===== src/rtl/bids22_cmd_responder_if.sv =====
// bids22_cmd_responder_if: command handshake between the tester/BFM initiator and the responder.
interface bids22_cmd_responder_if #(
  parameter int CDATA_W = 32
);
  logic               C_start;
  logic [3:0]         C_op;
  logic [CDATA_W-1:0] C_data;
  logic               ready;
  logic [2:0]         err;
  logic               roundOver;
  modport master (output C_start, C_op, C_data, input ready, err, roundOver);
  modport slave (input C_start, C_op, C_data, output ready, err, roundOver);
endinterface


===== src/rtl/bids22_cmd_responder.sv =====
// bids22_cmd_responder: executes BIDS22 commands (lock/key, balances, mask, charge, round timer).
// Optional BIDS22_KEY_LOCKOUT_EN: third consecutive bad key locks the responder out until reset.
module bids22_cmd_responder #(
  parameter int                 CDATA_W         = 32,
  parameter int                 COOLDOWN_CYCLES = 7,
  parameter logic [15:0]        DEFAULT_TIMER   = 16'h000F,
  parameter logic [CDATA_W-1:0] DEFAULT_CHARGE  = CDATA_W'(1)
) (
  input  logic                  clk,
  input  logic                  reset,
  bids22_cmd_responder_if.slave bus,
  output logic                  round_active,
  output logic [CDATA_W-1:0]    X_balance,
  output logic [CDATA_W-1:0]    Y_balance,
  output logic [CDATA_W-1:0]    Z_balance,
  output logic [2:0]            mask,
  output logic [CDATA_W-1:0]    bid_charge,
  output logic [15:0]           timer_remaining
);
  localparam int CW = $clog2(COOLDOWN_CYCLES + 1);
  localparam logic [3:0] OP_UNLOCK = 4'd1, OP_LOCK = 4'd2, OP_LOADX = 4'd3, OP_LOADY = 4'd4,
                         OP_LOADZ = 4'd5, OP_MASK = 4'd6, OP_TIMER = 4'd7, OP_CHARGE = 4'd8,
                         OP_RDACT = 4'd9, OP_RDOVR = 4'd10;
  typedef enum logic [2:0] {UNLOCKED, LOCKED, ROUND_ACTIVE, COOLDOWN, LOCKOUT} state_t;
  state_t             state_q;
  logic               ready_q, ro_q, active_q;
  logic [2:0]         err_q, err_d, mask_q;
  logic [CDATA_W-1:0] x_q, y_q, z_q, charge_q, key_q;
  logic [15:0]        tlen_q, trem_q;
  logic [CW-1:0]      cool_q;
`ifdef BIDS22_KEY_LOCKOUT_EN
  logic [1:0]         bad_q;
`endif
  logic [3:0]         op;
  logic [CDATA_W-1:0] data;
  logic               acc, ok, is_write, key_ok;
  assign op       = bus.C_op;
  assign data     = bus.C_data;
  assign acc      = bus.C_start && ready_q;
  assign ok       = acc && err_d == 3'b000;
  assign is_write = op >= OP_LOADX && op <= OP_CHARGE;
  assign key_ok   = data == key_q;
  always_comb begin
    err_d = 3'b000;
    if (op > OP_RDOVR) err_d = 3'b100;
    else case (state_q)
      UNLOCKED:     err_d = op == OP_UNLOCK ? 3'b001 : (op == OP_RDACT || op == OP_RDOVR) ? 3'b101 : 3'b000;
      LOCKED:       err_d = op == OP_UNLOCK ? (key_ok ? 3'b000 : 3'b010) : op == OP_LOCK ? 3'b110 :
                            is_write ? 3'b011 : op == OP_RDOVR ? 3'b101 : 3'b000;
      ROUND_ACTIVE: err_d = (op == OP_UNLOCK || op == OP_LOCK || op == OP_RDACT) ? 3'b101 :
                            is_write ? 3'b011 : 3'b000;
      default:      err_d = 3'b000;
    endcase
  end
  always_ff @(posedge clk) begin
    if (reset) begin
      state_q  <= UNLOCKED;
      ready_q  <= 1'b1;
      err_q    <= 3'b000;
      ro_q     <= 1'b0;
      active_q <= 1'b0;
      x_q      <= '0;
      y_q      <= '0;
      z_q      <= '0;
      mask_q   <= 3'b111;
      charge_q <= DEFAULT_CHARGE;
      tlen_q   <= DEFAULT_TIMER;
      trem_q   <= 16'd0;
      key_q    <= '0;
      cool_q   <= '0;
`ifdef BIDS22_KEY_LOCKOUT_EN
      bad_q    <= 2'd0;
`endif
    end else begin
      err_q <= acc ? err_d : 3'b000;
      ro_q  <= 1'b0;
      case (state_q)
        UNLOCKED: if (ok) begin
          if (op == OP_LOCK) begin
            key_q   <= data;
            state_q <= LOCKED;
          end
          if (op == OP_LOADX) x_q <= data;
          if (op == OP_LOADY) y_q <= data;
          if (op == OP_LOADZ) z_q <= data;
          if (op == OP_MASK) mask_q <= data[2:0];
          if (op == OP_TIMER) tlen_q <= data[15:0] == 16'd0 ? 16'd1 : data[15:0];
          if (op == OP_CHARGE) charge_q <= data;
        end
        LOCKED: begin
          if (ok && op == OP_UNLOCK) begin
            state_q <= UNLOCKED;
`ifdef BIDS22_KEY_LOCKOUT_EN
            bad_q   <= 2'd0;
`endif
          end
          if (ok && op == OP_RDACT) begin
            state_q  <= ROUND_ACTIVE;
            active_q <= 1'b1;
            trem_q   <= tlen_q;
          end
          // bad key: counter preloaded so ready stays low for exactly COOLDOWN_CYCLES cycles
          if (acc && err_d == 3'b010) begin
            ready_q <= 1'b0;
            cool_q  <= CW'(COOLDOWN_CYCLES - 1);
`ifdef BIDS22_KEY_LOCKOUT_EN
            bad_q   <= bad_q + 2'd1;
            state_q <= bad_q == 2'd2 ? LOCKOUT : COOLDOWN;
`else
            state_q <= COOLDOWN;
`endif
          end
        end
        ROUND_ACTIVE: begin
          if (trem_q <= 16'd1 || (ok && op == OP_RDOVR)) begin
            ro_q     <= 1'b1;
            active_q <= 1'b0;
            trem_q   <= 16'd0;
            state_q  <= LOCKED;
          end else trem_q <= trem_q - 16'd1;
        end
        COOLDOWN: begin
          if (cool_q == '0) begin
            ready_q <= 1'b1;
            state_q <= LOCKED;
          end else cool_q <= cool_q - 1'b1;
        end
        default: ;
      endcase
    end
  end
  assign bus.ready       = ready_q;
  assign bus.err         = err_q;
  assign bus.roundOver   = ro_q;
  assign round_active    = active_q;
  assign X_balance       = x_q;
  assign Y_balance       = y_q;
  assign Z_balance       = z_q;
  assign mask            = mask_q;
  assign bid_charge      = charge_q;
  assign timer_remaining = trem_q;
endmodule


===== src/flat_wrapper.sv =====
// flat-port wrapper written by rule: the top's interface ports become plain ports
module bids22_cmd_responder_flat 
#(
  parameter int                 CDATA_W         = 32,
  parameter int                 COOLDOWN_CYCLES = 7,
  parameter logic [15:0]        DEFAULT_TIMER   = 16'h000F,
  parameter logic [CDATA_W-1:0] DEFAULT_CHARGE  = CDATA_W'(1)
)
  (clk, reset, round_active, X_balance, Y_balance, Z_balance, mask, bid_charge, timer_remaining, bus_C_start, bus_C_op, bus_C_data, bus_ready, bus_err, bus_roundOver);
  bids22_cmd_responder_if #(.CDATA_W(CDATA_W)) bus_i ();
  input  logic clk;
  input  logic reset;
  output logic round_active;
  output logic [CDATA_W-1:0] X_balance;
  output logic [CDATA_W-1:0] Y_balance;
  output logic [CDATA_W-1:0] Z_balance;
  output logic [2:0] mask;
  output logic [CDATA_W-1:0] bid_charge;
  output logic [15:0] timer_remaining;
  input wire logic [$bits(bus_i.C_start)-1:0] bus_C_start;
  input wire logic [$bits(bus_i.C_op)-1:0] bus_C_op;
  input wire logic [$bits(bus_i.C_data)-1:0] bus_C_data;
  output wire logic [$bits(bus_i.ready)-1:0] bus_ready;
  output wire logic [$bits(bus_i.err)-1:0] bus_err;
  output wire logic [$bits(bus_i.roundOver)-1:0] bus_roundOver;
  assign bus_i.C_start = bus_C_start;
  assign bus_i.C_op = bus_C_op;
  assign bus_i.C_data = bus_C_data;
  assign bus_ready = bus_i.ready;
  assign bus_err = bus_i.err;
  assign bus_roundOver = bus_i.roundOver;
  bids22_cmd_responder #(.CDATA_W(CDATA_W), .COOLDOWN_CYCLES(COOLDOWN_CYCLES), .DEFAULT_TIMER(DEFAULT_TIMER), .DEFAULT_CHARGE(DEFAULT_CHARGE)) u_core (.clk(clk), .reset(reset), .bus(bus_i), .round_active(round_active), .X_balance(X_balance), .Y_balance(Y_balance), .Z_balance(Z_balance), .mask(mask), .bid_charge(bid_charge), .timer_remaining(timer_remaining));
endmodule

===== config.mk =====
export PLATFORM = sky130hd
export DESIGN_NAME = bids22_cmd_responder_flat
export DESIGN_NICKNAME = d
export VERILOG_FILES = /design/src/rtl/bids22_cmd_responder_if.sv /design/src/rtl/bids22_cmd_responder.sv /design/src/flat_wrapper.sv
export SDC_FILE = /design/constraint.sdc
export NUM_CORES = 1
export LEC_CHECK = 0
export BUFFER_PORTS_ARGS = -buffer_cell sky130_fd_sc_hd__clkbuf_2
export CORE_MARGIN = 2
export CORE_UTILIZATION = 45
export CTS_BUF_LIST = sky130_fd_sc_hd__clkbuf_8
export DETAILED_ROUTE_END_ITERATION = 6
export GPL_ROUTABILITY_DRIVEN = 0
export HOLD_SLACK_MARGIN = 0.1
export PLACE_DENSITY_LB_ADDON = 0.12
export SKIP_CTS_REPAIR_TIMING = 1
export SLEW_MARGIN = 25
export SYNTH_ARGS = -nofsm -noshare
export SYNTH_HDL_FRONTEND = slang
export SYNTH_SLANG_ARGS = --single-unit

===== constraint.sdc =====
create_clock -name clk -period 7.76 [get_ports clk]
set_input_delay 1.552 -clock clk [delete_from_list [all_inputs] [get_ports clk]]
set_output_delay 1.552 -clock clk [all_outputs]
set_load 0.01 [all_outputs]

; ---- Yosys cells after proc, flatten, opt, wreduce, memory -nomap -nowiden
; Index checks and enable logic that the tools add are counted.
[word_totals]
inputBits = 39
elab_cells = 110
register_bits = 207
[classes]
eq_ne = 23
n_lt_le_gt_ge = 4
bitwise = 2
n_reduce_logical = 32
add_sub_neg = 2
mux = 33
[ops]
columns = op, n
row1 = 2-to-1 mux 3 bit, 17
row2 = 2-to-1 mux 16 bit, 3
row3 = equality test 32 bit, 1
row4 = one-hot mux 16 bit (2 select lines), 1
row5 = AND reduction 3 bit, 10
row6 = equality test 4 x 3 -> 1 bit (second input constant), 4
row7 = <= comparator 16 x 1 -> 1 bit (second input constant), 1
row8 = zero test 16 bit, 1
row9 = subtractor 16 x 1 -> 16 bit (second input constant), 1
row10 = equality test 4 bit (second input constant), 3
row11 = != test 2 x 1 -> 1 bit (second input constant), 6
row12 = one-hot mux 3 bit (4 select lines), 1
row13 = equality test 3 x 2 -> 1 bit (second input constant), 3
row14 = zero test 3 bit, 3
row15 = one-hot mux 3 bit (3 select lines), 1
row16 = equality test 4 x 2 -> 1 bit (second input constant), 2
row17 = logical AND 1 bit, 7
row18 = one-hot mux 3 bit (2 select lines), 1
row19 = AND reduction 6 bit, 1
row20 = 2-to-1 mux 1 bit, 5
row21 = equality test 4 x 1 -> 1 bit (second input constant), 1
row22 = >= comparator 4 x 2 -> 1 bit (second input constant), 1
row23 = greater-than comparator 4 bit (second input constant), 1
row24 = <= comparator 4 bit (second input constant), 1
row25 = other kinds (12), 20

; ---- Depth between registers and ports, before layout
[depth]
word_depth = 14
depth_mapped = 11
ltp_nobuf = 8

; ---- Worst setup path after synthesis
; OpenSTA, ideal clock, no wires.
[synth_path]
kind = input-to-reg
start = in bus_C_op[3]
end = reg u_core.y_q[0] (netlist: u_core.Y_balance[0])
cell_stages = 9
t_arrival_ps = 3596
setup_slack_ps = 4036
required_ps = 7632
cell_sequence = buf_6 > nor2b_4 > and4b_4 > or4b_1 > buf_6 > a2111oi_4 > buf_6 > mux2i_1 > nor2_1
[synth_between]
elab_chain_len = 10
[synth_lines]
columns = element, line
row1 = "start, declared", flat_wrapper.sv:21  ; input wire logic [$bits(bus_i.C_op)-1:0] bus_C_op;
row2 = ">= comparator 4 x 2 -> 1 bit, or another cell as far along", bids22_cmd_responder.sv:41  ; assign is_write = op >= OP_LOADX && op <= OP_CHARGE;
row3 = logical AND 1 bit / 2-to-1 mux 3 bit (equally long branches), "bids22_cmd_responder.sv:41, bids22_cmd_responder.sv:49"
row4 = 2-to-1 mux 3 bit, bids22_cmd_responder.sv:49  ; is_write ? 3'b011 : op == OP_RDOVR ? 3'b101 : 3'b000;
row5 = 2-to-1 mux 3 bit (2 in a row), bids22_cmd_responder.sv:48  ; LOCKED: err_d = op == OP_UNLOCK ? (key_ok ? 3'b000 : 3'b010) : op == OP_LOCK ? 3'b110 :
row6 = one-hot mux 3 bit (3 select lines), bids22_cmd_responder.sv:46  ; else case (state_q)
row7 = 2-to-1 mux 3 bit, bids22_cmd_responder.sv:45  ; if (op > OP_RDOVR) err_d = 3'b100;
row8 = zero test 3 bit, bids22_cmd_responder.sv:40  ; assign ok = acc && err_d == 3'b000;
row9 = logical AND 1 bit, bids22_cmd_responder.sv:40
row10 = AND reduction 3 bit (no source line) *, -
row11 = "end signal, assigned", bids22_cmd_responder.sv:84  ; if (op == OP_LOADY) y_q <= data;
row12 = "end, declared", bids22_cmd_responder.sv:28  ; logic [CDATA_W-1:0] x_q, y_q, z_q, charge_q, key_q;
; Every way passes the cells marked *; elsewhere a longest branch is shown, timed or not.
; A chain may end at the register's enable or synchronous reset.

; ---- Worst setup path after layout
[layout_path]
start = in bus_C_op[0]
end = reg u_core.y_q[20] (netlist: u_core.Y_balance[20])
; Same word-level chain as after synthesis.

==> run metrics <==
Finished Cell Area=~11000 um2; Yosys cell types=60; Chip Height=144.0 um; Yosys top cell area share=0.4675; Pleak=between 4 and 5 nW; Setup-failing EPs final=0; most frequent cells in the layout=206 x dfxtp_1, 196 x nor2_1, 190 x clkbuf_2; status=complete, no violations; Worst EP arrival=4.33 ns; # DRC=0; root buffer cell=clkbuf_8; met2 GRT Util=0.3604; via count=6946; Critical Path End Type=register; Finished Core Util=0.5448; Critical path origin=bus_C_op[0]; fraction of registers with async set/reset=0; Syn Nets=955; wire length per cell=approximately 17 um; CP max-delay cell=or4b_1; Max Fclk=252.2 MHz; Ys Warns=0; Final #Nets=1120; Die W=between 100 and 150 um; number of DRC violations after detailed-routing iteration 0=461; total grt overflow=0; crit path capture=u_core.Y_balance[20]$_SDFFE_PP0P_; Rows=51; PortBufs=around 190; max-cap viol count=0; CTS sink cnt=206; worst r2r src=u_core.state_q[0]$_SDFFE_PP0P_; Placement Cell Area=a little under 10000 um2; crit path launch type=input pin; met1 Use GR=0.2923; HPWL Detailed=14.99 mm; Mapped Cells=~910; I/O pin total=between 150 and 200; CP max FO=32; RSZ-0062 raised after global routing=no; initial antenna violation count=0; GR Layer Usage met3=0.05033; die area=20740 um2; sequential share of the synthesized area=0.4675; Power Density=204.3 nW/um2; H-tree depth=2; Slew HR=0.3183; number of synthesized register bits=206; Starting Density=0.4563; post-route ant nets=0; most common cell after layout, fill and taps aside=dfxtp_1; Max Transition Viols Final=0; Least-Margin Pin Slew=~1.0 ns; Reg-to-Reg End=u_core.Y_balance[20]$_SDFFE_PP0P_; vias per cell=5.089; 1st-pass router iterations=4; layout cell share with drive strength beyond 1=0.2391; largest net degree at the start of global routing=between 100 and 150; CP required=8.12 ns; drt total wl=22.90 mm; Antenna Cells=0; crit-path cells=clkbuf_2 -> nor2b_1 -> and4b_4 -> or4b_1 -> a2111oi_4 -> buf_4 -> mux2i_1 -> nor2_1; Clock Pin Slew Worst Setup and Hold Paths=0.06 ns; setup_tns=0 ns; leading register cell type out of synthesis=dfxtp_1; Period minus WS final=3.965 ns; maximum vdd drop=0.1092 mV; Longest Clk Path Bufs=3; Final period util=0.5109; core area=19330 um2; hold crit path type=reg -> reg; Post-Syn Area per Cell=9.716 um2; grt peak-use layer=met2; r2r worst-path depth=9; first-pass GRT wire length=35.83 mm; top post-synthesis cells by area=dfxtp_1 47%, mux2i_1 20%, nor2_1 8.4%, xor2_1 3.1%, clkbuf_1 2.1%; Synth-to-Final Area Change=19.40%; Final Hold Viols=0; worst-skew pair later-pin latency=0.52 ns; EDFF count, synth=0; R2R Setup Slk=3.96 ns; Num CTS Buffers=37; dominant cell type by area after synthesis=dfxtp_1; Setup Skew=0.01812 ns; filler cell count=around 1900; crit-path max cell delay=0.82 ns; critical path class=in -> reg; vias in the first global route=~6500; All-Layer GR Usage=0.2200; TritonCTS clock tree=built; Syn Std Cell Area=8822 um2
power by group:
part           total [W]  internal [W]  switching (W)
clock network   0.000944      0.000512       0.000432
logic           0.000134     0.0000425      0.0000918
registers        0.00107       0.00107     0.00000555
total            0.00215       0.00162       0.000529
sequential cells by signal, indices dropped and copies added (netlist names):
| signal | flops |
|---|---|
| u_core.mask | 3 |
| u_core.Y_balance | 32 |
| u_core.bid_charge | 32 |
| u_core.timer_remaining | 16 |
| u_core.state_q | 2 |
| u_core.key_q | 32 |
| u_core.bus.ready | 1 |
| u_core.Z_balance | 32 |
| u_core.round_active | 1 |
| u_core.tlen_q | 16 |
| u_core.bus.roundOver | 1 |
| u_core.X_balance | 32 |
| u_core.bus.err | 3 |
| u_core.cool_q | 3 |
per-layer routing:
layer  wire [um]  share of wire  vias to the layer above
met5           0              0                        -
met4         340          0.015                        0
met2       10910           0.48                      195
met3        1295          0.057                       25
li1            -              -                     3480
met1       10360           0.45                     3246
cells by family after synthesis:
family | count (synthesis) | share of synthesized area
xor gates and xnor gates | 33 | 0.03276
and+or+nand+nor | 302 | 0.1546
adders and majority gates | 8 | 0.01135
DFF | 206 | 0.4675
AOI/OAI and AO/OA | 91 | 0.08467
buffers and inverters | 92 | 0.04950
muxes | 176 | 0.1997
worst max-delay path: cells and delay by family:
kind            cells  cell delay [ns]
compound gates      1             0.40
mux                 1             0.25
buf+inv             2             0.75
simple gates        4             1.34
through the flow:
step | setup WS (ns) | hold WS (ns) | total power [W] | std cells
6_report | 3.795 | 0.4787 | 0.002152 | 1365
5_1_grt | 3.654 | 0.5158 | 0.002251 | 1365
4_1_cts | 3.837 | 0.4801 | 0.002187 | 1365
3_5_place_dp | 3.279 | 0.4724 | 0.001232 | 1299
3_3_place_gp | 3.340 | 0.4645 | 0.001232 | 1299
2_1_floorplan | 4.036 | 0.4475 | 0.001185 | 908
how the worst min path moves through the flow:
stage                                            from                                 to  slack (ns)  cells after the start
finish                  u_core.cool_q[0]$_SDFFE_PP0P_      u_core.cool_q[0]$_SDFFE_PP0P_        0.48                      1
floorplan               u_core.cool_q[0]$_SDFFE_PP0P_      u_core.cool_q[0]$_SDFFE_PP0P_        0.45                      1
detailed placement      u_core.cool_q[0]$_SDFFE_PP0P_      u_core.cool_q[0]$_SDFFE_PP0P_        0.47                      1
global route        u_core.Z_balance[25]$_SDFFE_PP0P_  u_core.Z_balance[25]$_SDFFE_PP0P_        0.52                      2
global placement        u_core.tlen_q[9]$_SDFFE_PP0P_      u_core.tlen_q[9]$_SDFFE_PP0P_        0.46                      2
CTS                     u_core.cool_q[0]$_SDFFE_PP0P_      u_core.cool_q[0]$_SDFFE_PP0P_        0.48                      1
cells in the mapped netlist (3+ instances only):
cell	instances
buf_4	4
o32ai_1	13
nor2_1	197
xor2_1	31
nor4_1	20
a32oi_1	6
a211oi_1	3
nor3b_1	3
a21oi_1	27
mux2i_1	176
buf_6	8
nand2b_1	12
nand3_1	6
clkbuf_1	49
a22oi_1	3
nand4_1	4
nor3_1	17
buf_2	13
a221oi_1	4
ha_1	8
o21ai_0	8
nand2_1	18
nor2b_1	7
inv_1	18
a31oi_1	3
dfxtp_1	206
layout make-up:
| class | instances | area (um2) | share of cell area |
|---|---|---|---|
| inverters | 18 | 67.56 | 0.006414 |
| repair buffers | 200 | 1032 | 0.09799 |
| clock buffers | 44 | 605.6 | 0.05749 |
| multi-input cells | 610 | 4284 | 0.4067 |
| clock inverters | 22 | 88.84 | 0.008433 |
| well taps | 265 | 331.6 | 0.03148 |
| flip-flops and latches | 206 | 4124 | 0.3915 |
(Power assumes the default switching activity.)
